--- src/rtl/dump_ctrl_pkg.sv ---
// dump_ctrl_pkg
// Shared types and constants for the channel dump controller and the
// command decoder's EEPROM read path.
//   dump_state_t  - dump sequencer states
//   eep_phase_t   - phase of a two-frame EEPROM read
//   SS_EEP        - slave select value for the calibration EEPROM
//   EEP_DUMMY     - dummy frame clocked out to read back the EEPROM byte
//   RESP_NAK      - response byte for a rejected dump request
//   eep_addr()    - packs channel, AFE gain and byte select into an EEPROM address
package dump_ctrl_pkg;

  typedef enum logic [3:0] {
    ST_IDLE,
    ST_ERR,
    ST_OFF_CMD,
    ST_OFF_WAIT,
    ST_OFF_RD,
    ST_GAIN_CMD,
    ST_GAIN_WAIT,
    ST_GAIN_RD,
    ST_RD,
    ST_LAT,
    ST_SEND,
    ST_WAIT,
    ST_DONE
  } dump_state_t;

  typedef enum logic [1:0] {
    EP_IDLE,
    EP_CMD,
    EP_WAIT,
    EP_RD
  } eep_phase_t;

  localparam logic [2:0]  SS_EEP    = 3'b100;
  localparam logic [15:0] EEP_DUMMY = 16'hBCBC;
  localparam logic [7:0]  RESP_NAK  = 8'hEE;

  // sel=0 addresses the offset byte, sel=1 the gain byte
  function automatic logic [5:0] eep_addr(input logic [1:0] ch,
                                          input logic [2:0] g,
                                          input logic       sel);
    return {ch, g, sel};
  endfunction

endpackage

--- src/rtl/dump_ctrl_if.sv ---
// dump_ctrl_if
// Signals between the dump controller and its environment: command
// decoder (dump/dump_ch/clr_cmd_rdy), AFE gain settings, SPI master,
// calibration register loads, capture RAM read port and UART response path.
//   master - dump controller side
//   slave  - environment side
interface dump_ctrl_if #(parameter int DEPTH_LOG2 = 9);
  logic                  dump;
  logic [1:0]            dump_ch;
  logic [2:0]            ch1_AFEgain;
  logic [2:0]            ch2_AFEgain;
  logic [2:0]            ch3_AFEgain;
  logic [DEPTH_LOG2-1:0] end_addr;
  logic                  SPI_done;
  logic [7:0]            EEP_data;
  logic [7:0]            corrected_data;
  logic                  resp_sent;

  logic                  busy;
  logic                  wrt_SPI;
  logic [15:0]           SPI_data;
  logic [2:0]            ss;
  logic                  flopOffset;
  logic                  flopGain;
  logic                  ren;
  logic [DEPTH_LOG2-1:0] raddr;
  logic                  send_resp;
  logic [7:0]            resp_data;
  logic                  clr_cmd_rdy;

  modport master (
    input  dump, dump_ch, ch1_AFEgain, ch2_AFEgain, ch3_AFEgain, end_addr,
           SPI_done, EEP_data, corrected_data, resp_sent,
    output busy, wrt_SPI, SPI_data, ss, flopOffset, flopGain, ren, raddr,
           send_resp, resp_data, clr_cmd_rdy
  );

  modport slave (
    output dump, dump_ch, ch1_AFEgain, ch2_AFEgain, ch3_AFEgain, end_addr,
           SPI_done, EEP_data, corrected_data, resp_sent,
    input  busy, wrt_SPI, SPI_data, ss, flopOffset, flopGain, ren, raddr,
           send_resp, resp_data, clr_cmd_rdy
  );
endinterface

--- src/rtl/dump_ctrl_eep_cal_reader.sv ---
// eep_cal_reader
// Frame generator for a two-frame calibration EEPROM read: an address
// frame followed by a dummy frame whose return carries the data byte.
// The caller steps the phase; this block decides the SPI frame contents.
//   phase    in  current read phase (idle/cmd/wait/rd)
//   addr     in  6-bit EEPROM address
//   spi_done in  SPI transaction complete
//   wrt_spi  out start SPI frame (one cycle)
//   spi_data out SPI transmit word, held through the wait phases
//   ss       out slave select
//   rd_done  out data byte is on EEP_data this cycle (one cycle)
module eep_cal_reader
  import dump_ctrl_pkg::*;
(
  input  eep_phase_t  phase,
  input  logic [5:0]  addr,
  input  logic        spi_done,
  output logic        wrt_spi,
  output logic [15:0] spi_data,
  output logic [2:0]  ss,
  output logic        rd_done
);

  logic [15:0] cmd_word;
  assign cmd_word = {2'b00, addr, 8'h00};

  always_comb begin
    wrt_spi  = 1'b0;
    spi_data = '0;
    ss       = '0;
    rd_done  = 1'b0;
    case (phase)
      EP_CMD: begin
        wrt_spi  = 1'b1;
        ss       = SS_EEP;
        spi_data = cmd_word;
      end
      EP_WAIT: begin
        ss = SS_EEP;
        // address frame finished: launch the dummy frame in the same cycle
        if (spi_done) begin
          wrt_spi  = 1'b1;
          spi_data = EEP_DUMMY;
        end else begin
          spi_data = cmd_word;
        end
      end
      EP_RD: begin
        ss       = SS_EEP;
        spi_data = EEP_DUMMY;
        rd_done  = spi_done;
      end
      default: ;
    endcase
  end

endmodule

--- src/rtl/dump_ctrl.sv ---
// dump_ctrl
// Channel dump sequencer: reads the channel's offset and gain calibration
// bytes from EEPROM, then streams every capture RAM sample (oldest first)
// through the corrector to the UART response path.
//   clk  in  system clock
//   rst  in  synchronous active-high reset
//   bus  dump_ctrl_if.master - command, SPI, RAM and response signals
//
// state     | meaning
// IDLE      | waiting for dump
// ERR       | reserved channel: send NAK byte, wait for resp_sent
// OFF_CMD   | launch offset address frame
// OFF_WAIT  | wait address frame, then launch dummy frame
// OFF_RD    | wait dummy frame, load offset register
// GAIN_CMD  | launch gain address frame
// GAIN_WAIT | wait address frame, then launch dummy frame
// GAIN_RD   | wait dummy frame, load gain register
// RD        | RAM read at ptr
// LAT       | RAM data settles through corrector
// SEND      | request UART send of corrected byte
// WAIT      | wait resp_sent, advance or finish
// DONE      | retire command
module dump_ctrl
  import dump_ctrl_pkg::*;
#(
  parameter int DEPTH_LOG2 = 9
)(
  input  logic       clk,
  input  logic       rst,
  dump_ctrl_if.master bus
);

  localparam logic [DEPTH_LOG2-1:0] CNT_LAST = '1;

  dump_state_t           state, state_nxt;
  logic [1:0]            ch;
  logic [2:0]            g;
  logic [DEPTH_LOG2-1:0] ptr;
  logic [DEPTH_LOG2-1:0] cnt;
  logic [7:0]            resp_q;
  logic                  err_first;
  logic                  busy_q;
  logic [2:0]            gain_sel;
  eep_phase_t            eep_phase;
  logic                  eep_sel;
  logic [5:0]            eep_a;
  logic                  eep_rd_done;

  always_comb begin
    gain_sel = '0;
    case (bus.dump_ch)
      2'b00:   gain_sel = bus.ch1_AFEgain;
      2'b01:   gain_sel = bus.ch2_AFEgain;
      2'b10:   gain_sel = bus.ch3_AFEgain;
      default: gain_sel = '0;
    endcase
  end

  always_ff @(posedge clk) begin
    if (rst) begin
      state  <= ST_IDLE;
      busy_q <= 1'b0;
    end else begin
      state  <= state_nxt;
      busy_q <= (state_nxt != ST_IDLE);
    end
  end

  always_ff @(posedge clk) begin
    if (rst) begin
      ch        <= '0;
      g         <= '0;
      ptr       <= '0;
      cnt       <= '0;
      resp_q    <= '0;
      err_first <= 1'b0;
    end else begin
      err_first <= 1'b0;
      case (state)
        ST_IDLE: begin
          if (bus.dump) begin
            ch <= bus.dump_ch;
            g  <= gain_sel;
            if (bus.dump_ch == 2'b11) begin
              err_first <= 1'b1;
            end else begin
              // oldest sample sits just past the last written address
              ptr <= bus.end_addr + 1'b1;
              cnt <= '0;
            end
          end
        end
        ST_SEND: resp_q <= bus.corrected_data;
        ST_WAIT: begin
          if (bus.resp_sent && cnt != CNT_LAST) begin
            ptr <= ptr + 1'b1;
            cnt <= cnt + 1'b1;
          end
        end
        default: ;
      endcase
    end
  end

  always_comb begin
    state_nxt = state;
    case (state)
      ST_IDLE:      if (bus.dump) state_nxt = (bus.dump_ch == 2'b11) ? ST_ERR : ST_OFF_CMD;
      ST_ERR:       if (bus.resp_sent && !err_first) state_nxt = ST_DONE;
      ST_OFF_CMD:   state_nxt = ST_OFF_WAIT;
      ST_OFF_WAIT:  if (bus.SPI_done) state_nxt = ST_OFF_RD;
      ST_OFF_RD:    if (bus.SPI_done) state_nxt = ST_GAIN_CMD;
      ST_GAIN_CMD:  state_nxt = ST_GAIN_WAIT;
      ST_GAIN_WAIT: if (bus.SPI_done) state_nxt = ST_GAIN_RD;
      ST_GAIN_RD:   if (bus.SPI_done) state_nxt = ST_RD;
      ST_RD:        state_nxt = ST_LAT;
      ST_LAT:       state_nxt = ST_SEND;
      ST_SEND:      state_nxt = ST_WAIT;
      ST_WAIT:      if (bus.resp_sent) state_nxt = (cnt == CNT_LAST) ? ST_DONE : ST_RD;
      ST_DONE:      state_nxt = ST_IDLE;
      default:      state_nxt = ST_IDLE;
    endcase
  end

  always_comb begin
    eep_phase = EP_IDLE;
    eep_sel   = 1'b0;
    case (state)
      ST_OFF_CMD:   eep_phase = EP_CMD;
      ST_OFF_WAIT:  eep_phase = EP_WAIT;
      ST_OFF_RD:    eep_phase = EP_RD;
      ST_GAIN_CMD:  begin eep_phase = EP_CMD;  eep_sel = 1'b1; end
      ST_GAIN_WAIT: begin eep_phase = EP_WAIT; eep_sel = 1'b1; end
      ST_GAIN_RD:   begin eep_phase = EP_RD;   eep_sel = 1'b1; end
      default: ;
    endcase
  end

  assign eep_a = eep_addr(ch, g, eep_sel);

  // one reader shared by the offset and gain reads; eep_sel picks the byte
  eep_cal_reader u_eep (
    .phase    (eep_phase),
    .addr     (eep_a),
    .spi_done (bus.SPI_done),
    .wrt_spi  (bus.wrt_SPI),
    .spi_data (bus.SPI_data),
    .ss       (bus.ss),
    .rd_done  (eep_rd_done)
  );

  always_comb begin
    bus.busy        = busy_q;
    bus.flopOffset  = eep_rd_done & ~eep_sel;
    bus.flopGain    = eep_rd_done & eep_sel;
    bus.ren         = (state == ST_RD);
    bus.raddr       = (state == ST_RD) ? ptr : '0;
    bus.send_resp   = (state == ST_SEND) || (state == ST_ERR && err_first);
    bus.clr_cmd_rdy = (state == ST_DONE);
    bus.resp_data   = '0;
    case (state)
      ST_SEND: bus.resp_data = bus.corrected_data;
      ST_WAIT: bus.resp_data = resp_q;
      ST_ERR:  bus.resp_data = RESP_NAK;
      default: ;
    endcase
  end

endmodule

--- src/flat_wrapper.sv ---
// flat-port wrapper written by rule: the top's interface ports become plain ports
module dump_ctrl_flat import dump_ctrl_pkg::*;
#(
  parameter int DEPTH_LOG2 = 9
)
  (clk, rst, bus_dump, bus_dump_ch, bus_ch1_AFEgain, bus_ch2_AFEgain, bus_ch3_AFEgain, bus_end_addr, bus_SPI_done, bus_EEP_data, bus_corrected_data, bus_resp_sent, bus_busy, bus_wrt_SPI, bus_SPI_data, bus_ss, bus_flopOffset, bus_flopGain, bus_ren, bus_raddr, bus_send_resp, bus_resp_data, bus_clr_cmd_rdy);
  dump_ctrl_if #(.DEPTH_LOG2(DEPTH_LOG2)) bus_i ();
  input  logic clk;
  input  logic rst;
  input wire logic [$bits(bus_i.dump)-1:0] bus_dump;
  input wire logic [$bits(bus_i.dump_ch)-1:0] bus_dump_ch;
  input wire logic [$bits(bus_i.ch1_AFEgain)-1:0] bus_ch1_AFEgain;
  input wire logic [$bits(bus_i.ch2_AFEgain)-1:0] bus_ch2_AFEgain;
  input wire logic [$bits(bus_i.ch3_AFEgain)-1:0] bus_ch3_AFEgain;
  input wire logic [$bits(bus_i.end_addr)-1:0] bus_end_addr;
  input wire logic [$bits(bus_i.SPI_done)-1:0] bus_SPI_done;
  input wire logic [$bits(bus_i.EEP_data)-1:0] bus_EEP_data;
  input wire logic [$bits(bus_i.corrected_data)-1:0] bus_corrected_data;
  input wire logic [$bits(bus_i.resp_sent)-1:0] bus_resp_sent;
  output wire logic [$bits(bus_i.busy)-1:0] bus_busy;
  output wire logic [$bits(bus_i.wrt_SPI)-1:0] bus_wrt_SPI;
  output wire logic [$bits(bus_i.SPI_data)-1:0] bus_SPI_data;
  output wire logic [$bits(bus_i.ss)-1:0] bus_ss;
  output wire logic [$bits(bus_i.flopOffset)-1:0] bus_flopOffset;
  output wire logic [$bits(bus_i.flopGain)-1:0] bus_flopGain;
  output wire logic [$bits(bus_i.ren)-1:0] bus_ren;
  output wire logic [$bits(bus_i.raddr)-1:0] bus_raddr;
  output wire logic [$bits(bus_i.send_resp)-1:0] bus_send_resp;
  output wire logic [$bits(bus_i.resp_data)-1:0] bus_resp_data;
  output wire logic [$bits(bus_i.clr_cmd_rdy)-1:0] bus_clr_cmd_rdy;
  assign bus_i.dump = bus_dump;
  assign bus_i.dump_ch = bus_dump_ch;
  assign bus_i.ch1_AFEgain = bus_ch1_AFEgain;
  assign bus_i.ch2_AFEgain = bus_ch2_AFEgain;
  assign bus_i.ch3_AFEgain = bus_ch3_AFEgain;
  assign bus_i.end_addr = bus_end_addr;
  assign bus_i.SPI_done = bus_SPI_done;
  assign bus_i.EEP_data = bus_EEP_data;
  assign bus_i.corrected_data = bus_corrected_data;
  assign bus_i.resp_sent = bus_resp_sent;
  assign bus_busy = bus_i.busy;
  assign bus_wrt_SPI = bus_i.wrt_SPI;
  assign bus_SPI_data = bus_i.SPI_data;
  assign bus_ss = bus_i.ss;
  assign bus_flopOffset = bus_i.flopOffset;
  assign bus_flopGain = bus_i.flopGain;
  assign bus_ren = bus_i.ren;
  assign bus_raddr = bus_i.raddr;
  assign bus_send_resp = bus_i.send_resp;
  assign bus_resp_data = bus_i.resp_data;
  assign bus_clr_cmd_rdy = bus_i.clr_cmd_rdy;
  dump_ctrl #(.DEPTH_LOG2(DEPTH_LOG2)) u_core (.clk(clk), .rst(rst), .bus(bus_i));
endmodule
--- config.mk ---
export PLATFORM = sky130hd
export DESIGN_NAME = dump_ctrl_flat
export DESIGN_NICKNAME = d
export VERILOG_FILES = /design/src/rtl/dump_ctrl_pkg.sv /design/src/rtl/dump_ctrl_if.sv /design/src/rtl/dump_ctrl_eep_cal_reader.sv /design/src/rtl/dump_ctrl.sv /design/src/flat_wrapper.sv
export SDC_FILE = /design/constraint.sdc
export NUM_CORES = 1
export LEC_CHECK = 0
export BUFFER_PORTS_ARGS = -buffer_cell sky130_fd_sc_hd__buf_2
export CELL_PAD_IN_SITES_DETAIL_PLACEMENT = 0
export CELL_PAD_IN_SITES_GLOBAL_PLACEMENT = 2
export CORE_ASPECT_RATIO = 0.5
export CORE_MARGIN = 4
export CORE_UTILIZATION = 30
export DETAILED_ROUTE_END_ITERATION = 10
export HOLD_SLACK_MARGIN = 0.05
export PLACE_DENSITY = 0.85
export SLEW_MARGIN = 20
export SYNTH_ARGS = -nofsm -noshare
export SYNTH_HDL_FRONTEND = slang
export SYNTH_SLANG_ARGS = --single-unit
export TNS_END_PERCENT = 5
--- constraint.sdc ---
create_clock -name clk -period 4.9 [get_ports clk]
set_input_delay 0.245 -clock clk [delete_from_list [all_inputs] [get_ports clk]]
set_output_delay 0.245 -clock clk [all_outputs]
set_load 0.02 [all_outputs]
After elaboration in Yosys (flattened, before gate mapping):

Index checks and enable logic that the tools add are counted.

* flip-flop bits (word level): 37
* logic and storage cells: 86

* add/sub/neg operators: 3
* equality and inequality tests: 23
* mux-type cells: 30
* bitwise logic cells: 5
* reductions and logical operators: 17

Operator list (count)
* 9-bit 2-to-1 mux: 7
* 16-bit case mux with 3 select lines: 1
* 4-bit case mux with 12 select lines: 1
* 9-bit case mux with 2 select lines: 2
* 4-bit 2-to-1 mux: 7
* 9-bit by 1-bit adder with 9-bit output, second input constant: 3
* 8-bit case mux with 3 select lines: 1
* 4-bit equality test, second input constant: 5
* 4-bit by 3-bit equality test with 1-bit output, second input constant: 4
* 16-bit 2-to-1 mux: 1
* 9-bit equality test, second input constant: 1
* 9-bit != test, second input constant: 1
* 3-bit case mux with 3 select lines: 1
* 3-bit OR reduction: 3
* 2-bit equality test, second input constant: 4
* 4-bit by 2-bit equality test with 1-bit output, second input constant: 2
* 3-bit 2-to-1 mux: 2
* 2-bit case mux with 3 select lines: 1
* 2-bit OR reduction: 3
* 2-bit by 1-bit equality test with 1-bit output, second input constant: 2
* 4-bit by 1-bit equality test with 1-bit output, second input constant: 1
* 4-bit logical NOT: 1
* 1-bit 2-to-1 mux: 4
* 2-bit != test, second input constant: 2
* 13 further kinds: 18

Logic depth before layout (Yosys ltp):

* depth in word-level cells: 6
* depth in mapped cells: 14

Modules after synthesis:

Synthesis repeated with hierarchy kept, for this count alone.

* cell total of the unflattened synthesis: 350
* area, all modules: 2676.3 sq um

By module, submodules not included
* dump_ctrl: instances 1, cells each 306, area each 2373.5 sq um, seq. area each 740.7 sq um
* eep_cal_reader: instances 1, cells each 44, area each 302.8 sq um, seq. area each 0.0 sq um

Least setup slack after synthesis:

Ideal clock, no wire load.

* path kind: register to register
* from: reg u_core.state[1]
* to: reg u_core.ptr[8]
* setup time: 0.141 ns
* arrival time: 2.543 ns
* data required time: 4.759 ns
* path slack: 2.217 ns
* stages on the path, launching flop included: 14
* buffers on the path: 5
* cells stage by stage: dfxtp_1 > buf_6 > clkbuf_1 > and4b_1 > buf_2 > buf_1 > nand2_1 > nand2_1 > ha_1 > clkbuf_1 > nand3b_1 > or3_1 > a21oi_1 > o311ai_0

* word-level cells in the longest chain between the ends: 3

Ends and longest elaborated chain
* from (decl): RTL line dump_ctrl.sv:35 `dump_state_t state, state_nxt;`
* from (signal assigned): RTL line dump_ctrl.sv:64 `state <= state_nxt;`
* 4-bit equality test / 4-bit logical NOT (equally long branches): RTL line dump_ctrl.sv:79 `case (state)`
* 2-bit by 1-bit != test with 1-bit output (no source line) (tied with other cells)
* 4-bit AND reduction (no source line)
* to (signal assigned): RTL line dump_ctrl.sv:88 `ptr <= bus.end_addr + 1'b1;`
* to (signal assigned): RTL line dump_ctrl.sv:96 `ptr <= ptr + 1'b1;`
* to (decl): RTL line dump_ctrl.sv:38 `logic [DEPTH_LOG2-1:0] ptr;`

Several ways; a longest one is shown, not always the timed one.
A chain may end at the register's enable or synchronous reset.

Final worst setup path:

Ends and elaborated chain as after synthesis.

==> reports/qor.yml <==
status: "finished clean"
finalCritPeriodShare_pct: 68.7
rsz0062_at_grt: "no"
critical_path.max_fanout: 26
drv_slew: 0
p_leak_nw: 1.37
fillers: 923
holdCritPathClass: "input port to flip-flop"
drt-met1-wl_um: 3860
numCtsBuffers: 5
syn_area_mm2: 0.00271
drtIter0Drc: 171
slew-limit-headroom_pct: 38.5
period_needed_ns: 3.37
port_buffers: 69
synth_ff_type: "dfxtp_1"
route.met2.wl_um: 2950
final_nets: 454
critPathKind: "flip-flop to flip-flop"
place_ws_ns: 1.57
antenna_found_initial: 0
fin_ws_ns: 1.53
seq_area_frac_synth_pct: 27.3
end_kind: "flip-flop"
post_cts_resized: 0
setup.worst_path.start_class: "flip-flop"
yosysUniqueCellTypes: 61
arrival_ns: 3.54
insertion_delay_ns: 0.28
yosysTopAreaCell: "dfxtp_1"
die_h_um: 75.2
cts_setup_buffers: 0
hp-start: "bus_corrected_data[7]"
grt_pass1_vias: 2301
synth_area_leaders: "dfxtp_1 27%, mux2i_1 6.3%, nand2_1 5.8%"
fin_setup_tns_ns: 0
grt_overflow_total: 0
via_per_inst: 4.90
ys_ff_latch: 37
crit_path_start: "u_core.state[1]"
topRoutingLayerUsed: "met4"
clk_pin_slew_ns: 0.06
cts_buffer_depth: 2
num_vias: 2569
die_x_um: 142
r2r-start: "u_core.state[1]"
cts_root_buf: "clkbuf_16"
wl_met3_um: 322
area_growth_pct: 18.2
pin_count: 84
die_area_mm2: 0.0107
remaining_drc_errors: 0
gp_congestion: 0.754
antenna_cells: 0
postSynthAreaPerCell_um2: 7.51
drive_gt1_share_pct: 22.6
wl_um: 7190
cts_hold_buf: 0
worstPathRequired_ns: 5.08
start_util_pct: 31.0
ctsHtreeMaxLevel: 2
coreArea_mm2: 0.00874
synth_warnings: 0
syn_inst: 361
dr.pass1.iters: 4
tightest_slew_ns: 0.921
dp_hpwl_um: 5150
cts.sinks: 37
hold_violations: 0
crit_top_cell: "nand2_1"
grt_max_degree: 30
rows: 24
critical-path-top-delay-family: "simple AND/OR/NAND/NOR gates"
ant_nets: 0
synth_top_area_share_pct: 27.3
synth_edf_count: 0
cts_tree: "done"
fin_skew_ns: 0.00444
crit_buf_inv: 0
maxCapViolCount: 0
path_cells: "and4b_1 -> nand2_1 -> nand2_1 -> ha_1 -> or3b_2 -> nor4_1 -> a21o_1 -> o21ai_0 -> o311ai_0"
ir_worst_vdd_v: 0.000162
max_freq_ghz: 0.297
cp_slowest_cell: "dfxtp_1"
cpPeakStageDelay_ns: 0.83
ys_async_sr_fraction_pct: 0
grt_pass1_wl_um: 11600
wire_per_inst_um: 13.7
grt.total_usage_pct: 13.4
setup_viol: 0
power_density_mw_per_mm2: 357
## tightest hold or removal path: cells and delay by family
kind / cells / cell delay [ns]
buffers and inverters: 1 / 0.09
multiplexers: 1 / 0.06
AND/OR/NAND/NOR: 1 / 0.07
## registers in the layout (all words and copies together) (netlist names)
register and count:
u_core.ptr 9, u_core.resp_q 8, u_core.state 4, u_core.cnt 9, u_core.err_first 1, u_core.ch 2, u_core.bus.busy 1, u_core.g 3
## logic make-up (layout without fill, tap and decap cells)
logic type               after synthesis  after routing  share of synthesized area (%)
buffers and inverters                 47             88                           8.82
flip-flops                            37             37                           27.3
adder cells (fa/ha/maj)                7              7                           3.23
AND/OR/NAND/NOR                      168            168                           33.6
XOR/XNOR                               8              8                           2.59
multiplexers                          18             18                           6.69
AO/OA/AOI/OAI                         75             75                           17.6
other                                  1              6                          0.138
## report_power, final
| part | switching, W | internal [W] | total, W |
|---|---|---|---|
| clock network | 0.000129 | 0.000254 | 0.000383 |
| registers | 0.0000581 | 0.000336 | 0.000394 |
| logic | 0.000229 | 0.000136 | 0.000365 |
## path summary, 6_finish.rpt
kind	to	slack, ns	cells after the start
hold reg to reg	u_core.cnt[8]	0.46	2
hold / removal	u_core.resp_q[7]	0.21	3
setup reg to reg	u_core.ptr[8]	1.53	9
setup / recovery	u_core.ptr[8]	1.53	9
## cells in the mapped netlist (3+ instances only)
cell type	n
nor4_2	3
inv_1	10
a22o_1	3
nand2_1	42
dfxtp_1	37
nor2_1	39
buf_4	11
nor4_1	4
nor3_1	9
ha_1	7
o21ai_0	14
and3_1	10
buf_1	3
nand4_1	5
a21oi_1	25
a21o_1	7
nand3_1	16
and2_1	11
clkbuf_1	16
xnor2_1	8
buf_2	4
a211oi_1	3
mux2i_1	17
nand2b_1	3
nor2b_1	4
a31oi_1	5
## stage by stage
step	instances	total power, W	hold slack [ns]	util, %	instance area, µm²
after CTS	524	0.00116	0.213	36.7	3200
after floorplan	366	0.000673	0.392	-	2730
final	524	0.00114	0.213	36.7	3200
after detailed placement	516	0.000768	0.454	34.6	3030
after global placement	516	0.000769	0.449	34.6	3030
after global routing	524	0.00121	0.234	36.7	3200
## final cells by class
class	instances	area (µm²)	area share, %
clock buffers	6	139	4.34
inverters	10	37.5	1.17
repair buffers	70	353	11.0
multi-input cells	282	1750	54.6
clock inverters	2	37.5	1.17
flip-flops and latches	37	741	23.1
well taps	117	146	4.57
## per-layer routing
metal  global-route usage, %  up-vias
met3                    3.74        6
met5                       0        -
li1                        -     1349
met1                    19.7     1164
met2                    19.8       50
met4                    2.53        0
## cells in the final DEF (no fill, tap or decap), types with 2 or more instances in the layout
| cell | n |
|---|---|
| buf_2 | 69 |
| nand2_1 | 42 |
| nor2_1 | 39 |
| dfxtp_1 | 37 |
| a21oi_1 | 25 |
| mux2i_1 | 17 |
| nand3_1 | 16 |
| o21ai_0 | 14 |
| and2_1 | 11 |
| inv_1 | 10 |
| and3_1 | 10 |
| nor3_1 | 9 |
| xnor2_1 | 8 |
| a21o_1 | 7 |
| ha_1 | 7 |
| conb_1 | 6 |
| a31oi_1 | 5 |
| nand4_1 | 5 |
| clkbuf_16 | 5 |
| nor2b_1 | 4 |
| nor4_1 | 4 |
| a22o_1 | 3 |
| nor4_2 | 3 |
| nand2b_1 | 3 |
| a211oi_1 | 3 |
| or2_2 | 2 |
| nand4b_1 | 2 |
| a21oi_2 | 2 |
| nor4_4 | 2 |
| o22ai_1 | 2 |
| or4_1 | 2 |
| o31a_1 | 2 |
| o21a_1 | 2 |
| nand3b_1 | 2 |
Note: power is estimated with default switching activity, not from simulation.
